### src/rtl/usb4_pulse_pkg.sv
// Shared definitions for the multi-channel pulse generator:
// mode encodings and the pulse-counter width helper.
package usb4_pulse_pkg;

    typedef enum logic [1:0] {
        MODE_RISE  = 2'b00,
        MODE_FALL  = 2'b01,
        MODE_BOTH  = 2'b10,
        MODE_LEVEL = 2'b11
    } mode_e;

    // Bits needed to hold a down-counter that starts at pulse_w.
    function automatic int cnt_width(input int pulse_w);
        return $clog2(pulse_w + 1);
    endfunction

endpackage

### src/rtl/pulse_chan.sv
// One pulse-generator channel: edge detect, stretch counter,
// sticky pending and overflow flags.
module pulse_chan
    import usb4_pulse_pkg::*;
#(
    parameter int PULSE_W = 1
) (
    input  logic       clk,
    input  logic       reset,
    input  logic       en,
    input  logic [1:0] mode,
    input  logic       lvl_sig,
    input  logic       pend_ack,
    output logic       pulse_sig,
    output logic       pend,
    output logic       ovf
);

    localparam int CNT_W = cnt_width(PULSE_W);

    logic             prev_q;
    logic [CNT_W-1:0] cnt_q, cnt_d;
    logic             pulse_q, pulse_d;
    logic             pend_q, pend_d;
    logic             ovf_q, ovf_d;
    logic             rise, fall, edge_hit, evt, ack_eff;
    logic             is_level;

    // Edge selection, counter next state and flag next state.
    always_comb begin
        rise     = lvl_sig & ~prev_q;
        fall     = ~lvl_sig & prev_q;
        edge_hit = 1'b0;
        is_level = 1'b0;
        case (mode)
            MODE_RISE:  edge_hit = rise;
            MODE_FALL:  edge_hit = fall;
            MODE_BOTH:  edge_hit = rise | fall;
            MODE_LEVEL: is_level = 1'b1;
            default:    edge_hit = 1'b0;
        endcase
        evt     = en & edge_hit;
        // An ack on an idle channel must not disturb anything.
        ack_eff = pend_ack & pend_q;

        cnt_d = cnt_q;
        if (!en || is_level) begin
            cnt_d = '0;
        end else if (evt) begin
            // Retrigger simply reloads, so overlapping events merge.
            cnt_d = CNT_W'(PULSE_W);
        end else if (cnt_q != '0) begin
            cnt_d = cnt_q - CNT_W'(1);
        end

        pulse_d = is_level ? (en & lvl_sig) : (cnt_d != '0);

        pend_d = pend_q;
        ovf_d  = ovf_q;
        if (evt) begin
            pend_d = 1'b1;
        end else if (ack_eff) begin
            pend_d = 1'b0;
        end
        // Ack wins over a simultaneous event for the overflow flag.
        if (ack_eff) begin
            ovf_d = 1'b0;
        end else if (evt && pend_q) begin
            ovf_d = 1'b1;
        end
    end

    // Channel state registers with synchronous reset.
    always_ff @(posedge clk) begin
        if (reset) begin
            prev_q  <= 1'b0;
            cnt_q   <= '0;
            pulse_q <= 1'b0;
            pend_q  <= 1'b0;
            ovf_q   <= 1'b0;
        end else begin
            prev_q  <= lvl_sig;
            cnt_q   <= cnt_d;
            pulse_q <= pulse_d;
            pend_q  <= pend_d;
            ovf_q   <= ovf_d;
        end
    end

    assign pulse_sig = pulse_q;
    assign pend      = pend_q;
    assign ovf       = ovf_q;

endmodule

### src/rtl/multi_pulse_gen.sv
// Multi-channel pulse generator: NUM_CH independent pulse_chan
// instances plus a combined activity flag.
module multi_pulse_gen
    import usb4_pulse_pkg::*;
#(
    parameter int NUM_CH  = 4,
    parameter int PULSE_W = 1
) (
    input  logic                clk,
    input  logic                reset,
    input  logic [NUM_CH-1:0]   en,
    input  logic [2*NUM_CH-1:0] mode,
    input  logic [NUM_CH-1:0]   lvl_sig,
    input  logic [NUM_CH-1:0]   pend_ack,
    output logic [NUM_CH-1:0]   pulse_sig,
    output logic [NUM_CH-1:0]   pend,
    output logic [NUM_CH-1:0]   ovf,
    output logic                any_pulse
);

    for (genvar i = 0; i < NUM_CH; i++) begin : g_ch
        pulse_chan #(
            .PULSE_W (PULSE_W)
        ) u_chan (
            .clk       (clk),
            .reset     (reset),
            .en        (en[i]),
            .mode      (mode[2*i +: 2]),
            .lvl_sig   (lvl_sig[i]),
            .pend_ack  (pend_ack[i]),
            .pulse_sig (pulse_sig[i]),
            .pend      (pend[i]),
            .ovf       (ovf[i])
        );
    end

    // Activity flag straight off the registered pulse bits.
    always_comb begin
        any_pulse = |pulse_sig;
    end

endmodule

### config.mk
export PLATFORM = sky130hd
export DESIGN_NAME = multi_pulse_gen
export DESIGN_NICKNAME = d
export VERILOG_FILES = /design/src/rtl/usb4_pulse_pkg.sv /design/src/rtl/pulse_chan.sv /design/src/rtl/multi_pulse_gen.sv
export SDC_FILE = /design/constraint.sdc
export NUM_CORES = 1
export LEC_CHECK = 0
export ABC_AREA = 1
export CORE_MARGIN = 4
export CORE_UTILIZATION = 25
export CTS_CLUSTER_DIAMETER = 80
export DETAILED_ROUTE_END_ITERATION = 10
export GPL_ROUTABILITY_DRIVEN = 0
export SLEW_MARGIN = 20
export SYNTH_ARGS = -nofsm -noshare
export SYNTH_HDL_FRONTEND = slang
export SYNTH_SLANG_ARGS = --single-unit
### constraint.sdc
create_clock -name clk -period 1.9 [get_ports clk]
set_input_delay 0.38 -clock clk [delete_from_list [all_inputs] [get_ports clk]]
set_output_delay 0.38 -clock clk [all_outputs]
set_load 0.05 [all_outputs]
# Word level (Yosys, flattened, before mapping)
# Cells that the tools add are included.
# W data, S select, Z words.
# word_totals
regBits	20
in_bits	22
elab_cells	125
out_inout_bits	13
# classes
n_bitwise	32
reduce_logical	25
muxes	32
addsub	4
n_eq_ne	12
# op_table
operator	n
$mux W1	28
$and A1 B1 Y1	20
$eq A2 B2 Y1 const B	8
$pmux W1 S3	4
$eq A2 B1 Y1 const B	4
$logic_not A2 Y1	4
$not A1 Y1	8
$reduce_bool A2 Y1	4
$reduce_or A2 Y1	4
$logic_and A1 B1 Y1	4
$logic_not A1 Y1	4
$logic_or A1 B1 Y1	4
$or A1 B1 Y1	4
$reduce_or A4 Y1	1
$sub A1 B1 Y1 const B	4

# Logic depth before layout (Yosys ltp)
# Gate-level depths: netlist of the first run.
# logic_depth
ltp_word	8
ltp_mapped	7
ltp_nobuf	7

# By module
# A second synthesis of the first run with hierarchy kept.
# unflattened
cells_unflattened	119
hier_area_um2	947.2
# modules_own_cells
mod	cells_per_inst	instances	seq_area_each_um2	area_per_inst_um2
pulse_chan	29	4	80.1	234.0
multi_pulse_gen	3	1	0.0	11.3

# Worst setup path before layout of the first run
# OpenSTA, ideal clock, no wires.
# synth_path
kind	input -> register
startpoint	input lvl_sig[0]
endpoint	register g_ch[0].u_chan.pend_q
required_time_ns	1.779
path_slack_ns	0.812
cell_stages	7
arrival_ns	0.967
path_buffers	0
path_cell_list	inv_1 -> ha_1 -> inv_1 -> nand2_1 -> nand3_2 -> nand2_2 -> a21oi_2
# synth_between
elab_chain_len	6
# synth_lines
item	line	text
from (decl)	multi_pulse_gen.sv:13	input logic [NUM_CH-1:0] lvl_sig,
$not A1 Y1	pulse_chan.sv:32	fall = ~lvl_sig & prev_q;
$and A1 B1 Y1	pulse_chan.sv:32	
$or A1 B1 Y1	pulse_chan.sv:38	MODE_BOTH: edge_hit = rise | fall;
$pmux W1 S3 (*)	pulse_chan.sv:35	case (mode)
$and A1 B1 Y1 (*)	pulse_chan.sv:42	evt = en & edge_hit;
$mux W1 / $reduce_bool A2 Y1 (equally long branches)	-	
to (signal assigned)	pulse_chan.sv:85	pend_q <= pend_d;
to (decl)	pulse_chan.sv:24	logic pend_q, pend_d;
# Every way passes the cells marked *; elsewhere a longest branch is shown, timed or not.
# A chain may end at the register's enable or synchronous reset.

# Final worst setup path of the first run
# layout_path
startpoint	register g_ch[2].u_chan.pulse_q
endpoint	output pulse_sig[2]
# layout_lines
item	line	text
from (decl)	pulse_chan.sv:23	logic pulse_q, pulse_d;
from (signal assigned)	pulse_chan.sv:84	pulse_q <= pulse_d;
to (decl)	multi_pulse_gen.sv:15	output logic [NUM_CH-1:0] pulse_sig,
# No word-level cell between the ends.

==> results of run 1 <==
where the power goes:
part           leakage, nW  internal [mW]  switching, mW  total, mW
clock               0.0288          0.183          0.113      0.297
combinational        0.452         0.0912          0.119      0.211
sequential           0.131          0.351         0.0105      0.361
total                0.611          0.625          0.243      0.869
final timing paths:
kind	depth (start not counted)	to	start
max	1	pulse_sig[2]	g_ch[2].u_chan.pulse_sig$_SDFF_PP0_
min	2	g_ch[3].u_chan.ovf$_SDFFE_PP0P_	g_ch[3].u_chan.ovf$_SDFFE_PP0P_
max reg2reg	6	g_ch[2].u_chan.pulse_sig$_SDFF_PP0_	g_ch[2].u_chan.prev_q$_SDFF_PP0_
min reg2reg	2	g_ch[3].u_chan.ovf$_SDFFE_PP0P_	g_ch[3].u_chan.ovf$_SDFFE_PP0P_
sequential cells by signal, indices dropped and copies added, names as in the netlist:
signal                 count
g_ch.u_chan.pulse_sig      4
g_ch.u_chan.prev_q         4
g_ch.u_chan.ovf            4
g_ch.u_chan.pend           4
cells in the mapped netlist (all sizes together):
library cell  number  area [um^2]
nor2              12        60.06
buf               13        95.09
nand2             31        121.4
nand3             10        80.08
a21oi             10        72.57
ha                 8        100.1
inv               25        93.84
o21ai              2        17.52
a21boi             2        15.01
dfxtp             16        320.3
nand4              2        12.51
metrics by stage:
step / cells / power (mW) / hold WS (ns) / area (um^2) / util
2_1_floorplan: 131 / 0.5044 / 0.4387 / 988.4 / -
3_3_place_gp: 201 / 0.5810 / 0.4487 / 1286 / 0.3436
3_5_place_dp: 201 / 0.5817 / 0.4497 / 1286 / 0.3436
4_1_cts: 205 / 0.8838 / 0.4600 / 1341 / 0.3583
5_1_grt: 205 / 0.9181 / 0.4763 / 1341 / 0.3583
6_report: 205 / 0.8686 / 0.4577 / 1341 / 0.3583
layer usage:
metal,track usage,wire [um],vias to the layer above,part of all wire
li1,-,-,442,-
met1,0.1037,882,332,0.47
met2,0.1256,820,23,0.44
met3,0.02415,145,2,0.078
met4,0.02505,10,0,0.0054
met5,0,0,-,0
cell families after synthesis:
family                     share of synthesized area
AOI/OAI and AO/OA                             0.1063
adders and majority gates                     0.1013
buffers and inverters                         0.1911
DFF                                           0.3241
and+or+nand+nor                               0.2772
final cells by class:
cell class,count,area (um^2)
Fill cell,415,2402
Multi-Input combinational cell,77,479.2
Timing Repair Buffer,35,332.8
Sequential cell,16,320.3
Inverter,25,93.84
Tap cell,48,60.06
Clock buffer,4,55.05
==> results.md, run 1 <==
* Crit path cell chain: clkdlybuf4s50_1
* Initial drt markers at 28
* Setup crit end kind: primary output
* Slowest stage delay, CP at 0.81 ns
* Worst-Skew Late Latency at 0.24 ns
* Commonest non-fill, non-tap cell in the layout: nand2_1
* Number of clock sinks at 16
* Initial core utilization at 0.2640
* GRT overflow at 0
* Worst min path class: flip-flop to flip-flop
* Seq/Total Area, Yosys at 0.3241
* DIE WIDTH at 70.88 um
* Setup TNS at 0 ns
* Drt pass-1 iters at 4
* Critical path type: flip-flop to primary output
* Final period utilization at 0.9348
* Syn-to-layout area delta at 35.70%
* #FFs+latches synth at 16
* Mean post-synth cell area at 7.545 um^2
* Core Area at 3744 um^2
* Leakage at 0.6114 nW
* Share of cells above drive strength 1 at 0.1975
* Yosys warns at 0
* All-layer global routing usage at 0.07953
* DRC at 0
* Pwr Density at 647.6 nW/um^2
* VDD IR max at 217.8 uV
* Die area at 5024 um^2
* Post-DP HPWL at 1577 um
* Post-synthesis cell area at 988.4 um^2
* Max-Cap Viols at 0
* Clock Pin Slew Worst Setup and Hold Paths at 0.06 ns
* Critical path's slowest cell: clkdlybuf4s50_1
* Root buffer cell: clkbuf_8
* Clk buf depth at 2
* Via/cell ratio at 3.898
* Outcome: complete, no violations
* Slew Limit Headroom at 0.6697
* Netlist cell types at 17
* Mapped Cells at 131
* Bufs and invs on worst path at 1
* Highest Clock Rate at 0.5630 GHz
* Final Hold Viols at 0
* Row cnt at 22
* Wirelength per Cell at 9.068 um
* Final WS setup at 0.1239 ns
* Number of global-route vias before repair at 787
* Hold_buf cts at 0
* Family with the most delay on the worst path: buffers and inverters
* CTS Buf Count at 3
* I/O pin count at 35
* R2r setup slk at 0.88 ns
* Vias at 799
* Antenna diode count at 0
* Data required time at the worst endpoint at 1.52 ns
* Port buffer count at 34
* Postcts setup bufs at 0
* Clock Skew at 0.0005290 ns
* Slew at the pin with the worst max-slew slack at 0.4940 ns
* Mapped Nets at 161
* Total Routed Length at 1859 um
* Place WS at 0.2152 ns
* Worst-path maximum fanout at 2
* Htree depth at 1
* RSZ-0062 raised after global routing: false
* DIE HEIGHT at 70.88 um
* CP arrival at 1.40 ns
* Tmin final at 1.776 ns
* Nets at 188
* CP startpoint kind: flip-flop
* Antenna Violating Nets Remaining at 0
* Cts repair resizes at 0
* Initial antenna violation count at 0
* Commonest cells after routing, fill and taps aside: nand2_1, clkdlybuf4s50_1, inv_1
* CTS tree: built
* Largest net degree at the start of global routing at 10
* Slew Limit Fails at 0
* First-pass GRT wire length at 3277 um
* Final-report setup violation count at 0
(Power assumes the default switching activity.)
==> inputs of run 2 (changes only) <==
--- a/config.mk
+++ b/config.mk
@@ -13,2 +13,3 @@
 export GPL_ROUTABILITY_DRIVEN = 0
+export PLACE_DENSITY = 0.47
 export SLEW_MARGIN = 20
==> constraint.sdc (replaced) <==
create_clock -name clk -period 2.1 [get_ports clk]
set_input_delay 0.42 -clock clk [delete_from_list [all_inputs] [get_ports clk]]
set_output_delay 0.42 -clock clk [all_outputs]
set_load 0.02 [all_outputs]
==> run 2 against run 1 <==
Sequential share of layout area shrank 0.26 points. Via count grew 1.5%. Critical path type unchanged. Die area is the same. Core utilization grew 0.40 points. Highest routed layer unchanged. Critical path depth grew 2. Sequential cell count is the same. Worst setup slack gained 0.28 ns. Register-to-register slack gained 0.20 ns. Clock skew is essentially flat. Global-route usage shrank 0.47 points. Worst hold slack lost 0.0034 ns. Combinational power shrank 22%. Largest power group unchanged.
==> results.md, run 2 (synthesized netlist as in run 1, its figures left out) <==
* Antenna Violating Nets Remaining at 0
* Crit path cell chain: nor2_1, nand2_1, clkdlybuf4s50_1
* Commonest cells after routing, fill and taps aside: clkdlybuf4s50_1, nand2_1, inv_1
* Clock Skew at 0.0006400 ns
* Slowest stage delay, CP at 0.60 ns
* R2r setup slk at 1.08 ns
* Worst-Skew Late Latency at 0.24 ns
* Htree depth at 1
* CTS tree: built
* Leakage at 0.6006 nW
* Hold Slack at 0.4543 ns
* Dpl cell area at 1301 um^2
* I/O pin count at 35
* Hold EP: g_ch[2].u_chan.ovf$_SDFFE_PP0P_
* Wirelength per Cell at 9.015 um
* Number of clock sinks at 16
* Die area at 5024 um^2
* Max-Cap Viols at 0
* Reg2Reg Launch Point: g_ch[0].u_chan.prev_q$_SDFF_PP0_
* DIE HEIGHT at 70.88 um
* Drt pass-1 iters at 4
* Nets at 188
* VDD IR max at 211.6 uV
* Pwr Density at 557.9 nW/um^2
* CP arrival at 1.28 ns
* Power Total at 0.7567 mW
* Critical path type: flip-flop to primary output
* Commonest non-fill, non-tap cell in the layout: clkdlybuf4s50_1
* Slew Limit Headroom at 0.7563
* CP startpoint kind: flip-flop
* Worst-path maximum fanout at 2
* DIE WIDTH at 70.88 um
* Initial drt markers at 26
* RSZ-0062 raised after global routing: false
* Cells on worst reg2reg path at 6
* Final Util at 0.3623
* Initial antenna violation count at 0
* Largest net degree at the start of global routing at 10
* Internal at 0.5682 mW
* Sequential Power Share at 0.432
* DRC at 0
* Outcome: complete, no violations
* Worst Hold Depth at 2
* Gate power share at 0.218
* Hold_buf cts at 0
* Cts repair resizes at 0
* Initial core utilization at 0.2640
* Port buffer count at 34
* Via/cell ratio at 3.956
* Total Routed Length at 1848 um
* CTS Buf Count at 3
* Postcts setup bufs at 0
* Final-report setup violation count at 0
* Final Hold Viols at 0
* Bufs and invs on worst path at 1
* Switching share of power at 0.2492
* Row cnt at 22
* Worst r2r dst: g_ch[0].u_chan.pend$_SDFFE_PP0P_
* Fin area at 1356 um^2
* Core Area at 3744 um^2
* Highest Clock Rate at 0.5882 GHz
* Slew at the pin with the worst max-slew slack at 0.3644 ns
* Slew Limit Fails at 0
* Critical path's slowest cell: clkdlybuf4s50_1
* Vias at 811
* Number of global-route vias before repair at 746
* Clk buf depth at 2
* Share of cells above drive strength 1 at 0.1592
* Setup TNS at 0 ns
* All-layer global routing usage at 0.07488
* Syn-to-layout area delta at 37.22%
* Final period utilization at 0.8096
* Tmin final at 1.700 ns
* Setup crit end kind: primary output
* Hold Crit Start: g_ch[2].u_chan.ovf$_SDFFE_PP0P_
* Data required time at the worst endpoint at 1.68 ns
* Antenna diode count at 0
* GRT overflow at 0
* Worst min path class: flip-flop to flip-flop
* NetSw at 0.1885 mW
* Clock share of power at 0.350
* Root buffer cell: clkbuf_8
* Clock Pin Slew Worst Setup and Hold Paths at 0.06 ns
* Post-DP HPWL at 1612 um
* Family with the most delay on the worst path: buffers and inverters
* First-pass GRT wire length at 3160 um
==> run 2: worst register-to-register path: cells and delay by family (launching register included) <==
| kind | cells | cell delay, ns |
|---|---|---|
| simple gates | 3 | 0.25 |
| flops | 1 | 0.31 |
| compound gates | 1 | 0.05 |
| buf+inv | 1 | 0.03 |
| fa+ha+maj | 1 | 0.27 |
==> run 2: worst max path at each step <==
stage	from	end	cells past startpoint
2_1_floorplan	lvl_sig[0]	g_ch[0].u_chan.pend$_SDFFE_PP0P_	7
3_3_place_gp	lvl_sig[3]	g_ch[3].u_chan.pulse_sig$_SDFF_PP0_	8
3_5_place_dp	lvl_sig[1]	g_ch[1].u_chan.ovf$_SDFFE_PP0P_	8
4_1_cts	g_ch[3].u_chan.pulse_sig$_SDFF_PP0_	any_pulse	3
5_1_grt	g_ch[3].u_chan.pulse_sig$_SDFF_PP0_	any_pulse	3
6_report	g_ch[1].u_chan.pulse_sig$_SDFF_PP0_	any_pulse	3
==> run 2: power groups by stage <==
stage               clock (mW)  combinational (mW)  sequential [mW]
floorplan                    0              0.0969            0.331
global placement             0               0.166            0.334
detailed placement           0               0.167            0.334
CTS                      0.275               0.168            0.327
global route             0.289               0.184            0.329
finish                   0.265               0.165            0.327
==> run 2: metrics by stage <==
stage / instances / worst slack, ns
floorplan: 131 / 0.9720
global placement: 201 / 0.3757
detailed placement: 201 / 0.3669
CTS: 205 / 0.3833
global route: 205 / 0.3315
finish: 205 / 0.3998
==> run 2: area by class of cell <==
type	instances	area, um^2
fill	401	2387
tap	48	60.06
inverter	25	93.84
sequential	16	320.3
timing repair buffer	35	347.8
clock buffer	4	55.05
multi-input combinational	77	479.2
==> run 2: layer usage <==
| metal | up-vias | part of all wire | track usage |
|---|---|---|---|
| li1 | 441 | - | - |
| met1 | 348 | 0.51 | 0.1012 |
| met2 | 20 | 0.41 | 0.1153 |
| met3 | 2 | 0.076 | 0.02415 |
| met4 | 0 | 0.0032 | 0.01879 |
| met5 | - | 0 | 0 |
==> inputs of run 3 (changes only) <==
clock period = 1.7 ns   (was 2.1 ns; I/O delays follow)
==> run 3 against run 2 <==
Clock power increased by 25%. Critical endpoint unchanged. Sequential cell count unchanged. Combinational power grew 24%. Global-route usage rose by 0.69 points. Highest routed layer unchanged. Sequential share of layout area is the same. Critical path depth unchanged.
==> results.md, run 3 (synthesized netlist as in run 1, its figures left out) <==
* Outcome: complete, no violations
* Initial drt markers at 20
* All-layer global routing usage at 0.08178
* DIE WIDTH at 70.88 um
* Grt met2 use at 0.1339
* Largest net degree at the start of global routing at 11
* Worst Hold Depth at 2
* Slew Limit Fails at 0
* Die area at 5024 um^2
* Setup crit end kind: primary output
* Commonest non-fill, non-tap cell in the layout: clkdlybuf4s50_1
* Worst r2r dst: g_ch[2].u_chan.pend$_SDFFE_PP0P_
* Highest Clock Rate at 0.6114 GHz
* Place WS at 0.03586 ns
* Syn-to-layout area delta at 37.22%
* M3 GR Usage at 0.02841
* Share of cells above drive strength 1 at 0.1592
* Number of global-route vias before repair at 792
* Busiest grt layer: met2
* CP startpoint kind: flip-flop
* Hold EP: g_ch[0].u_chan.ovf$_SDFFE_PP0P_
* Antenna Violating Nets Remaining at 0
* Reg2Reg Launch Point: g_ch[2].u_chan.prev_q$_SDFF_PP0_
* Clock Skew at 0.0009197 ns
* CTS Buf Count at 3
* Root buffer cell: clkbuf_8
* Row cnt at 22
* Cells on worst reg2reg path at 6
* Commonest cells after routing, fill and taps aside: clkdlybuf4s50_1, nand2_1, inv_1
* Clock Pin Slew Worst Setup and Hold Paths at 0.06 ns
* GRT overflow at 0
* Worst min path class: flip-flop to flip-flop
* Worst-path maximum fanout at 2
* Number of clock sinks at 16
* Critical path type: flip-flop to primary output
* Cts repair resizes at 0
* Port buffer count at 34
* Worst-Skew Late Latency at 0.24 ns
* Via/cell ratio at 4.010
* Final-report setup violation count at 0
* VDD IR max at 248.5 uV
* I/O pin count at 35
* DRC at 0
* Global routing met1 resource utilization at 0.09821
* R2r setup slk at 0.67 ns
* Vias at 822
* DIE HEIGHT at 70.88 um
* Slew Limit Headroom at 0.8502
* Setup TNS at 0 ns
* Postcts setup bufs at 0
* Htree depth at 1
* Nets at 188
* Wirelength per Cell at 9.449 um
* Final WS setup at 0.06438 ns
* Leakage at 0.6006 nW
* CTS tree: built
* Total Routed Length at 1937 um
* Data required time at the worst endpoint at 1.36 ns
* Core Area at 3744 um^2
* Hold Crit Start: g_ch[0].u_chan.ovf$_SDFFE_PP0P_
* Max-Cap Viols at 0
* Final Hold Viols at 0
* Initial antenna violation count at 0
* Hold_buf cts at 0
* Drt pass-1 iters at 3
* Post-DP HPWL at 1647 um
* Post-Place Cells at 201
* Post-Layout Cell Count at 205
* Clk buf depth at 2
* First-pass GRT wire length at 3374 um
* CP arrival at 1.30 ns
* Initial core utilization at 0.2640
* Slew at the pin with the worst max-slew slack at 0.2239 ns
* Tmin final at 1.636 ns
* Antenna diode count at 0
* RSZ-0062 raised after global routing: false
* Final period utilization at 0.9621
* Pwr Density at 693.4 nW/um^2
-- run 3: cell counts in the layout (fill, tap and decap cells not counted) --
Identical to the previous run, type by type.
-- run 3: metrics by stage --
| stage | utilization | hold WS [ns] | area [um^2] | total power, mW |
|---|---|---|---|---|
| final | 0.3623 | 0.4582 | 1356 | 0.9405 |
| after global routing | 0.3623 | 0.4735 | 1356 | 0.9973 |
| after floorplan | - | 0.4239 | 988.4 | 0.5285 |
| after global placement | 0.3476 | 0.4477 | 1301 | 0.6164 |
| after CTS | 0.3623 | 0.4636 | 1356 | 0.9589 |
| after detailed placement | 0.3476 | 0.4485 | 1301 | 0.6198 |
-- run 3: worst max-delay path by stage --
stage | from | slack [ns] | to | cells after the start
after floorplan | lvl_sig[0] | 0.65 | g_ch[0].u_chan.pend$_SDFFE_PP0P_ | 7
after global placement | lvl_sig[3] | 0.05 | g_ch[3].u_chan.pulse_sig$_SDFF_PP0_ | 8
after detailed placement | lvl_sig[3] | 0.04 | g_ch[3].u_chan.ovf$_SDFFE_PP0P_ | 8
after CTS | g_ch[3].u_chan.pulse_sig$_SDFF_PP0_ | 0.05 | any_pulse | 3
after global routing | g_ch[2].u_chan.pulse_sig$_SDFF_PP0_ | 0.005 | any_pulse | 3
final | g_ch[2].u_chan.pulse_sig$_SDFF_PP0_ | 0.06 | any_pulse | 3
-- run 3: power breakdown --
group	switching [mW]	total, mW	internal (mW)
Combinational	0.0993	0.204	0.105
Clock	0.127	0.332	0.205
Sequential	0.0125	0.404	0.392
Total	0.238	0.940	0.702
-- run 3: area by class of cell --
cell class / instances / area [um^2]
Inverter: 25 / 93.84
Multi-Input combinational cell: 77 / 479.2
Tap cell: 48 / 60.06
Fill cell: 407 / 2387
Sequential cell: 16 / 320.3
Clock buffer: 4 / 55.05
Timing Repair Buffer: 35 / 347.8
-- run 3: worst max-delay path, stage by stage (launching register included) --
cell and delay (ns):
dfxtp_1 0.35, nor2_1 0.05, nand2_1 0.05, clkdlybuf4s50_1 0.60
-- run 3: routing by layer --
| metal | wire, um | part of all wire |
|---|---|---|
| met1 | 908 | 0.47 |
| met2 | 891 | 0.46 |
| met3 | 124 | 0.064 |
| met4 | 13 | 0.0067 |
| met5 | 0 | 0 |
